[config.mk]
export PLATFORM = sky130hd
export DESIGN_NAME = dcache
export DESIGN_NICKNAME = d
export VERILOG_FILES = /design/src/rtl/dcache.sv
export SDC_FILE = /design/constraint.sdc
export NUM_CORES = 1
export LEC_CHECK = 0
export ABC_CLOCK_PERIOD_IN_PS = 7500
export CAP_MARGIN = 25
export CORE_MARGIN = 2
export CORE_UTILIZATION = 25
export DETAILED_ROUTE_END_ITERATION = 10
export GPL_TIMING_DRIVEN = 0
export MAX_ROUTING_LAYER = met4
export SLEW_MARGIN = 20
export SYNTH_ARGS = -nofsm -noshare
export SYNTH_HDL_FRONTEND = slang
export SYNTH_SLANG_ARGS = --single-unit
[constraint.sdc]
create_clock -name CLK -period 7.5 [get_ports CLK]
set_input_delay 1.5 -clock CLK [delete_from_list [all_inputs] [get_ports CLK]]
set_output_delay 1.5 -clock CLK [all_outputs]
set_load 0.05 [all_outputs]
[src/rtl/dcache.sv]
// dcache: 8-line direct-mapped write-back, write-allocate byte cache.
// Define DCACHE_PERF_CNT_EN to add saturating hit_count/miss_count outputs.
module dcache (
    input  logic        CLK,
    input  logic        RESET,
    input  logic        C_WRITE,
    input  logic        C_READ,
    input  logic [7:0]  C_ADDRESS,
    input  logic [7:0]  C_WRITEDATA,
    output logic [7:0]  C_READDATA,
    output logic        C_BUSYWAIT,
    output logic        mem_write,
    output logic        mem_read,
    output logic [5:0]  mem_address,
    output logic [31:0] mem_writedata,
    input  logic [31:0] mem_readdata,
    input  logic        mem_busywait
`ifdef DCACHE_PERF_CNT_EN
    ,
    output logic [15:0] hit_count,
    output logic [15:0] miss_count
`endif
);
    typedef enum logic [1:0] {IDLE, WRITE_BACK, MEM_READ, UPDATE} state_t;
    state_t      r_state, w_next;
    logic [7:0]  r_valid, r_dirty;
    logic [2:0]  r_tag [8];
    logic [31:0] r_data [8];
    logic [31:0] r_fill;
    logic [2:0]  w_index, w_tag;
    logic [1:0]  w_off;
    logic        w_hit, w_req, w_acc, w_miss;

    assign w_tag      = C_ADDRESS[7:5];
    assign w_index    = C_ADDRESS[4:2];
    assign w_off      = C_ADDRESS[1:0];
    assign w_hit      = r_valid[w_index] && (r_tag[w_index] == w_tag);
    assign w_req      = C_READ || C_WRITE;
    assign w_acc      = w_req && r_state == IDLE && w_hit;
    assign w_miss     = w_req && r_state == IDLE && !w_hit;
    assign C_BUSYWAIT = w_req && !(r_state == IDLE && w_hit);
    assign C_READDATA = r_data[w_index][{w_off, 3'b000} +: 8];

    always_comb begin
        w_next        = r_state;
        mem_read      = 1'b0;
        mem_write     = 1'b0;
        mem_address   = C_ADDRESS[7:2];
        mem_writedata = r_data[w_index];
        case (r_state)
            IDLE: if (w_miss) w_next = (r_valid[w_index] && r_dirty[w_index]) ? WRITE_BACK : MEM_READ;
            WRITE_BACK: begin
                mem_write   = 1'b1;
                mem_address = {r_tag[w_index], w_index};
                if (!mem_busywait) w_next = MEM_READ;
            end
            MEM_READ: begin
                mem_read = 1'b1;
                if (!mem_busywait) w_next = UPDATE;
            end
            default: w_next = IDLE;
        endcase
    end

    // Tags and data survive reset; only valid/dirty and the FSM are cleared.
    always_ff @(posedge CLK) begin
        if (!RESET) begin
            r_state <= IDLE;
            r_valid <= '0;
            r_dirty <= '0;
        end else begin
            r_state <= w_next;
            if (r_state == MEM_READ && !mem_busywait) r_fill <= mem_readdata;
            if (r_state == UPDATE) begin
                r_data[w_index]  <= r_fill;
                r_tag[w_index]   <= w_tag;
                r_valid[w_index] <= 1'b1;
                r_dirty[w_index] <= 1'b0;
            end
            if (w_acc && C_WRITE) begin
                r_data[w_index][{w_off, 3'b000} +: 8] <= C_WRITEDATA;
                r_dirty[w_index] <= 1'b1;
            end
        end
    end

`ifdef DCACHE_PERF_CNT_EN
    // r_pending marks a refilled access so its retry hit is not counted as a hit.
    logic r_pending;
    always_ff @(posedge CLK) begin
        if (!RESET) begin
            hit_count  <= '0;
            miss_count <= '0;
            r_pending  <= 1'b0;
        end else begin
            if (w_miss) begin
                r_pending <= 1'b1;
                if (miss_count != 16'hFFFF) miss_count <= miss_count + 16'd1;
            end
            if (w_acc) begin
                r_pending <= 1'b0;
                if (!r_pending && hit_count != 16'hFFFF) hit_count <= hit_count + 16'd1;
            end
        end
    end
`endif
endmodule

# Yosys cells after proc, flatten, opt, wreduce, memory -nomap -nowiden
# Memory sizes are Yosys's and may differ from the RTL's.
# Index checks and enable logic that the tools add are counted.
[word_totals]
ramBits = 280
n_memories = 2
output_inout_bits = 49
elab_cells = 127
register_bits = 50
input_bits = 53
[memory_table]
columns = ["name", "words", "word_bits", "rd", "rd_clocked_by_memory_dff", "wr", "line_no", "source"]
rows = [
  ["r_data", 8, 32, 1, 0, 1, "28", "logic [31:0] r_data [8];"],
  ["r_tag", 8, 3, 1, 0, 1, "27", "logic [2:0] r_tag [8];"],
]
[classes]
n_eq_ne = 7
addsub = 1
shift = 3
magnitude_cmp = 2
bitwise = 36
n_mux = 55
n_reduce_logical = 17
[op_table]
columns = ["operator", "n"]
rows = [
  ["2-to-1 mux 1 bit", 42],
  ["2-to-1 mux 32 bit", 1],
  ["OR 1 bit", 32],
  ["variable shift 8 x 7 -> 32 bit (first input constant)", 1],
  ["indexed part select 32 x 6 -> 8 bit", 1],
  ["indexed part select 8 x 7 -> 32 bit", 1],
  ["2-to-1 mux 8 bit", 3],
  ["OR 8 bit", 2],
  ["logical AND 1 bit", 10],
  ["AND 8 bit", 1],
  ["2-to-1 mux 2 bit", 4],
  ["inverter 8 bit", 1],
  ["negation 5 -> 7 bit", 1],
  ["binary-select mux 1 bit (select 3 bit)", 2],
  ["2-to-1 mux 6 bit", 1],
  ["inequality test 2 bit (second input constant)", 3],
  ["one-hot mux 2 bit (3 select lines)", 1],
  ["equality test 2 bit (second input constant)", 2],
  ["less-than comparator 3 x 4 -> 1 bit (second input constant)", 1],
  ["demux 1 bit (select 3 bit)", 1],
  ["equality test 3 bit", 1],
  [">= comparator 3 x 1 -> 1 bit (second input constant)", 1],
  ["logical NOT 1 bit", 3],
  ["AND reduction 3 bit", 1],
  ["other kinds (4)", 4],
]

# Longest topological paths before layout
# Gate-level depths: netlist of run 1.
[depth]
ltp_word = 10
ltp_mapped = 10
ltp_nobuf = 6

# Worst setup path after synthesis of run 1
# OpenSTA, ideal clock, no wires.
[synth_path]
path_kind = "input -> output"
from = "input port C_ADDRESS[2]"
to = "output port C_READDATA[4]"
n_path_buf = 5
path_stages = 8
path_slack_ns = 1.779
required_time_ns = 6.000
arrival_time_ns = 4.221
cell_sequence = "buf_6 buf_8 buf_6 buf_2 buf_2 a221oi_1 o21ai_0 mux4_2"
[synth_between]
elab_chain_cells = 2
[synth_lines]
columns = ["item", "line_no", "source"]
rows = [
  ["start: declaration", "8", "input logic [7:0] C_ADDRESS,"],
  ["memory (8 x 32 bit)", "-", ""],
  ["net mem_writedata[12]", "15", "output logic [31:0] mem_writedata,"],
  ["indexed part select 32 x 6 -> 8 bit", "42", "assign C_READDATA = r_data[w_index][{w_off, 3'b000} +: 8];"],
  ["end: declaration", "10", "output logic [7:0] C_READDATA,"],
]
# The timed path passes the listed nets, and every way through them passes these cells.

# Final worst setup path of run 1
[layout_path]
from = "input port C_ADDRESS[4]"
to = "output port C_READDATA[4]"
[layout_between]
elab_chain_cells = 2
[layout_lines]
columns = ["item", "line_no"]
rows = [
  ["memory (8 x 32 bit)", "-"],
  ["indexed part select 32 x 6 -> 8 bit", "42"],
]
# No other way between the ends.

==> flow_summary.toml, run 1 <==
[clock_tree]
numCtsBuffers = 36
cts_tree = "done"
cts_sinks = 330
htreeDepth = 2
post-cts-setup-buffer-count = 0
root_buffer = "clkbuf_16"
clockBufferDepth = 3
clk_pin_slew_ns = 0.06
holdBufCountCts = 0
clk_latency_ns = 0.54
cts_resized = 0

[critical_path]
crit_start = "C_ADDRESS[4]"
critPathKind = "input port to output pin"
critPathMaxFanout = 10
start_kind = "input port"
rr_endpoint = "r_data[1][18]"
r2r_start = "r_tag[5][1]"
ff2ff_path_depth = 7
crit_arrival_ns = 5.70
endpoint_kind = "output pin"
regToRegSetupSlack_ns = 4.31
cp.required_ns = 6.00

[final_layout]
fin_cells = 1748
antenna_cells = 0
nNetsFinal = 1088
syn2layout_area_growth_pct = 23.6
drive_gt1_frac = 0.165

[detailed_routing]
drt_iter0_drc = 1239
vias_per_cell = 4.94
first_pass_iters = 5
route.detailed.drc = 0
postRouteAntennaNets = 0
routed_wl_um = 41800
num_vias = 8638
post_drt_wl_per_cell_um = 23.9

[pwr]
power-per-cell-area_mw_per_mm2 = 256
ir_worst_vdd_uv = 131
p_leak_nw = 5.89
p_total_mw = 4.35

[global_routing]
grt_max_degree = 18
grt_pass1_vias = 8280
grt_use_total = 0.149
grt_use_met1 = 0.197
grt_antenna_before_repair = 0
grt.overflow.total = 0
grt_util_met3 = 0.0319
grt-busiest-layer = "met2"
grt_pass1_wl_um = 58900
met2_usage = 0.226

[timing]
tightest_slew_ns = 1.10
drv_slew = 0
fmax_ghz = 0.139
whs_ns = 0.457
fin_tns_setup_ns = 0
timing_hold_violations_final = 0
slew_headroom = 0.263
finClkSkew_ns = 0.0258
min_period_ns = 7.20
grt_setup_unrepaired = "no"
timing.final.crit_share = 0.960
finalSetupViolCount = 0

[synthesis]
yosysWarnings = 0
seq_area_frac_synth = 0.708
syn-num-nets = 928
netlist_instances = 865
yosysUniqueCellTypes = 46
avgSynthCellArea_um2 = 15.9
yosys_register_bits = 330
syn_area_mm2 = 0.0137

[floorplanning]
num_io_pins = 102
fp.coreArea_mm2 = 0.0541
die_h_um = 238
die_w_um = 238
start_util = 0.254
fp.dieArea_mm2 = 0.0569
rows = 85

[worst_hold_path]
min_path_cells = 1
hold_path_end = "r_valid[0]"
min_path_type = "register to register"
min_from = "r_valid[0]"

[outcome]
status = "finished, final reports clean"

[placed_design]
gp_congestion = 0.875
placedCellCount = 1675
portBuffers = 98
dp_hpwl_um = 30000

[run]
max_cap_viol_count = 0
==> worst max-delay path, stage by stage <==
cell	delay (ns)
clkdlybuf4s50_1	0.60
buf_2	0.29
buf_2	0.43
clkbuf_1	0.68
a221oi_1	0.12
o21ai_0	0.82
mux4_2	0.43
clkdlybuf4s50_1	0.81
==> area by class of cell <==
| type | instances | area [um2] |
|---|---|---|
| fillers | 5278 | 37100 |
| flip-flops and latches | 330 | 9730 |
| multi-input cells | 451 | 3650 |
| repair buffers | 122 | 1180 |
| clock buffers | 44 | 941 |
| well taps | 696 | 871 |
| plain buffers | 45 | 265 |
| clock inverters | 21 | 218 |
| inverters | 39 | 146 |
==> synth_stat cells (all sizes together) <==
library cell / instances / area [um2]
and3b: 1 / 8.76
mux2i: 67 / 671
xor2: 2 / 55.1
a211oi: 4 / 30.0
inv: 39 / 146
nand4: 5 / 91.3
and2: 5 / 31.3
or2: 1 / 6.26
a22oi: 14 / 105
a221oi: 17 / 149
and3: 4 / 25.0
nor2: 45 / 174
a221o: 13 / 130
a31oi: 4 / 25.0
mux2: 15 / 169
ha: 10 / 125
o221ai: 1 / 8.76
nor2b: 2 / 12.5
o22ai: 9 / 56.3
a21oi: 56 / 292
edfxtp: 312 / 9370
clkbuf: 17 / 63.8
nand2: 88 / 330
a21o: 8 / 60.1
mux4: 36 / 811
nor3b: 4 / 30.0
buf: 28 / 201
o21ai: 20 / 100
dfxtp: 18 / 360
nand2b: 2 / 15.0
or3b: 1 / 8.76
or3: 1 / 6.26
nand3: 13 / 65.1
nor3: 3 / 15.0
==> layout by cell type (no fill, tap or decap), types with 3 or more instances in the layout <==
master,netlist,final
ha_1,10,10
a21o_1,8,8
and3_1,4,4
and2_1,4,4
clkinv_1,0,8
inv_2,3,3
mux2_2,14,14
clkbuf_16,0,36
clkbuf_1,17,24
a22oi_1,14,14
nand2_1,88,88
mux4_2,36,36
nand3_1,13,13
dfxtp_1,18,18
edfxtp_1,312,312
clkinv_2,0,5
a221oi_1,17,17
a211oi_1,4,4
o22ai_1,9,9
clkdlybuf4s50_1,0,98
buf_2,11,12
a221o_1,13,13
inv_1,36,36
nor2_2,2,4
buf_4,7,23
buf_1,3,3
o21ai_1,13,13
mux2i_1,67,67
a31oi_1,4,4
o21ai_0,7,7
clkbuf_4,0,6
nor3b_1,4,3
a21oi_1,55,48
nor2_1,43,41
a21oi_2,0,7
buf_6,6,6
bufinv_16,0,4
nand4_4,4,4
==> metrics by stage <==
| step | instance area [um2] | worst slack (ns) | util |
|---|---|---|---|
| 5_1_grt | 17000 | 0.308 | 0.314 |
| 3_5_place_dp | 15800 | 0.283 | 0.291 |
| 2_1_floorplan | 13700 | 1.78 | - |
| 3_3_place_gp | 15600 | 0.325 | 0.288 |
| 4_1_cts | 16900 | 0.269 | 0.313 |
| 6_report | 17000 | 0.299 | 0.314 |
==> power by group <==
part / switching, mW / internal, mW / total [mW]
sequential: 0.0128 / 2.06 / 2.07
clock: 0.720 / 1.04 / 1.76
combinational: 0.358 / 0.167 / 0.525
total: 1.09 / 3.26 / 4.35
==> logic make-up after synthesis <==
logic type | share of synthesized area
xor gates and xnor gates | 0.00400
and+or+nand+nor | 0.0596
DFF | 0.708
muxes | 0.120
adders and majority gates | 0.00910
buffers and inverters | 0.0299
AOI/OAI and AO/OA | 0.0695
==> state kept, by name, indices dropped and copies added (netlist names), named ones only <==
register / count
r_tag: 24
r_data: 256
r_fill: 32
r_dirty: 1
r_state: 2
r_valid: 8
==> worst max path at each step <==
stage	end	slack (ns)
floorplan	C_READDATA[4]	1.78
global placement	C_READDATA[4]	0.33
detailed placement	C_READDATA[4]	0.28
CTS	C_READDATA[4]	0.27
global route	C_READDATA[4]	0.31
finish	C_READDATA[4]	0.30
==> metal layers <==
layer / up-vias / routed length (um)
li1: 3673 / -
met3: 86 / 3770
met4: 0 / 1580
met2: 465 / 19200
met5: - / 0
met1: 4414 / 17300
Power figures use the tool's default switching activity.
==> inputs of run 2 (changes only) <==
--- a/config.mk
+++ b/config.mk
@@ -12,6 +12,7 @@
 export DETAILED_ROUTE_END_ITERATION = 10
 export GPL_TIMING_DRIVEN = 0
 export MAX_ROUTING_LAYER = met4
+export REMOVE_ABC_BUFFERS = 1
 export SLEW_MARGIN = 20
 export SYNTH_ARGS = -nofsm -noshare
 export SYNTH_HDL_FRONTEND = slang
==> flow_summary.toml, run 2 (synthesized netlist as in run 1, its figures left out) <==
[critical_path]
critPathSlowestCell = "nor2_1"
crit_buf_inv = 4
crit_arrival_ns = 5.32
path_delay_family = "buffers and inverters"
critPathKind = "input port to output pin"
crit_chain = "buf_4 > buf_16 > inv_2 > nor2_1 > a22oi_1 > o221ai_1 > mux4_2 > clkdlybuf4s50_1"
critical-path-max-stage-delay_ns = 0.90
ff2ff_path_depth = 6
endpoint_kind = "output pin"
start_kind = "input port"
critPathMaxFanout = 51
cp.depth = 8
cp.required_ns = 6.00

[clock_tree]
cts_resized = 0
cts_tree = "done"
post-cts-setup-buffer-count = 0
root_buffer = "clkbuf_16"
htreeDepth = 2
numCtsBuffers = 37
clk_latency_ns = 0.54
holdBufCountCts = 0
cts_sinks = 330
clockBufferDepth = 3
clk_pin_slew_ns = 0.05

[timing]
min_period_ns = 6.82
finalSetupViolCount = 0
tightest_slew_ns = 1.06
finClkSkew_ns = 0.0244
timing.final.crit_share = 0.910
grt_setup_unrepaired = "no"
fmax_ghz = 0.147
whs_ns = 0.450
timing_hold_violations_final = 0
drv_slew = 0
slew_headroom = 0.295

[final_layout]
multi_input_area_mm2 = 0.00366
final_common_cell = "edfxtp_1"
drive_gt1_frac = 0.145
design_area_mm2 = 0.0167
syn2layout_area_growth_pct = 21.7
layout_common_cells = "edfxtp_1, clkdlybuf4s50_1, nand2_1, mux2i_1, a21oi_1"
largest_reg_flops = 256
fillCellCount = 5264
regArea_mm2 = 0.00973
nNetsFinal = 1045
largest_registers = "r_data x256, r_fill x32, r_tag x24"
top_register = "r_data"

[detailed_routing]
route.detailed.drc = 0
postRouteAntennaNets = 0
drt_iter0_drc = 729
routed_wl_um = 38200
first_pass_iters = 5
num_vias = 8119
vias_per_cell = 4.77
post_drt_wl_per_cell_um = 22.4

[outcome]
status = "finished, final reports clean"

[global_routing]
grt_max_degree = 52
grt_pass1_wl_um = 55600
grt_antenna_before_repair = 1
grt_pass1_vias = 8157
grt_use_total = 0.138
grt.overflow.total = 0

[pwr]
power-per-cell-area_mw_per_mm2 = 251
p_total_mw = 4.20
ir_worst_vdd_uv = 148
p_leak_nw = 5.72

[placed_design]
portBuffers = 101
dp_hpwl_um = 26400
dpl-instance-area_mm2 = 0.0156
gp_congestion = 0.818

[floorplanning]
fp.coreArea_mm2 = 0.0541
die_w_um = 238
die_h_um = 238
fp.dieArea_mm2 = 0.0569
num_io_pins = 102
start_util = 0.254
rows = 85

[run]
max_cap_viol_count = 0

[worst_hold_path]
min_path_type = "register to register"
min_path_cells = 1
-- run 2: changes by cell type in the layout (fill, tap and decap cells not counted), moves of 3 or more --
| cell | before | now |
|---|---|---|
| buf_1 | 3 | 0 |
| bufinv_16 | 4 | 0 |
| buf_16 | 1 | 4 |
| buf_2 | 12 | 0 |
| clkbuf_1 | 24 | 15 |
| buf_4 | 23 | 11 |
| clkinv_2 | 5 | 1 |
| clkinv_1 | 8 | 4 |
| buf_6 | 6 | 2 |
-- run 2: through the flow --
step / setup WS (ns) / std cells / utilization / TNS (ns)
after floorplan: 2.17 / 820 / - / 0
after detailed placement: 0.721 / 1628 / 0.288 / 0
after global routing: 0.570 / 1703 / 0.309 / 0
after global placement: -3.06 / 1617 / 0.284 / -552.87
after CTS: 0.718 / 1691 / 0.307 / 0
final: 0.678 / 1703 / 0.309 / 0
-- run 2: cell type report --
class,count,area share
repair buffers,123,0.0751
well taps,696,0.0520
clock buffers,53,0.0595
inverters,39,0.00875
clock inverters,10,0.00456
diodes,1,0.000150
flip-flops and latches,330,0.581
multi-input cells,451,0.219
-- run 2: metal layers --
metal / vias to the layer above / GRT usage / wire [um]
met3: 57 / 0.0321 / 2840
met5: - / - / 0
li1: 3589 / - / -
met2: 317 / 0.216 / 18100
met4: 0 / 0.0432 / 1000
met1: 4156 / 0.178 / 16300
-- run 2: worst reg2reg max path, stage by stage (launching register included) --
cell and delay [ns]:
edfxtp_1 0.36, mux2i_1 0.18, o22ai_1 0.15, or3_1 0.41, a21oi_4 0.41, nand4_4 0.43, a21oi_1 0.97
-- run 2: path summary, 6_finish.rpt --
path | end | slack, ns | start
worst max-delay path | C_READDATA[1] | 0.68 | C_ADDRESS[2]
worst min-delay path | r_valid[2] | 0.45 | r_valid[2]
worst max register to register | r_data[0][18] | 4.21 | r_tag[5][1]
worst min register to register | r_valid[2] | 0.45 | r_valid[2]
-- run 2: power breakdown --
part / switching, mW / internal, mW
Clock: 0.699 / 0.926
Sequential: 0.0124 / 2.06
Combinational: 0.345 / 0.164
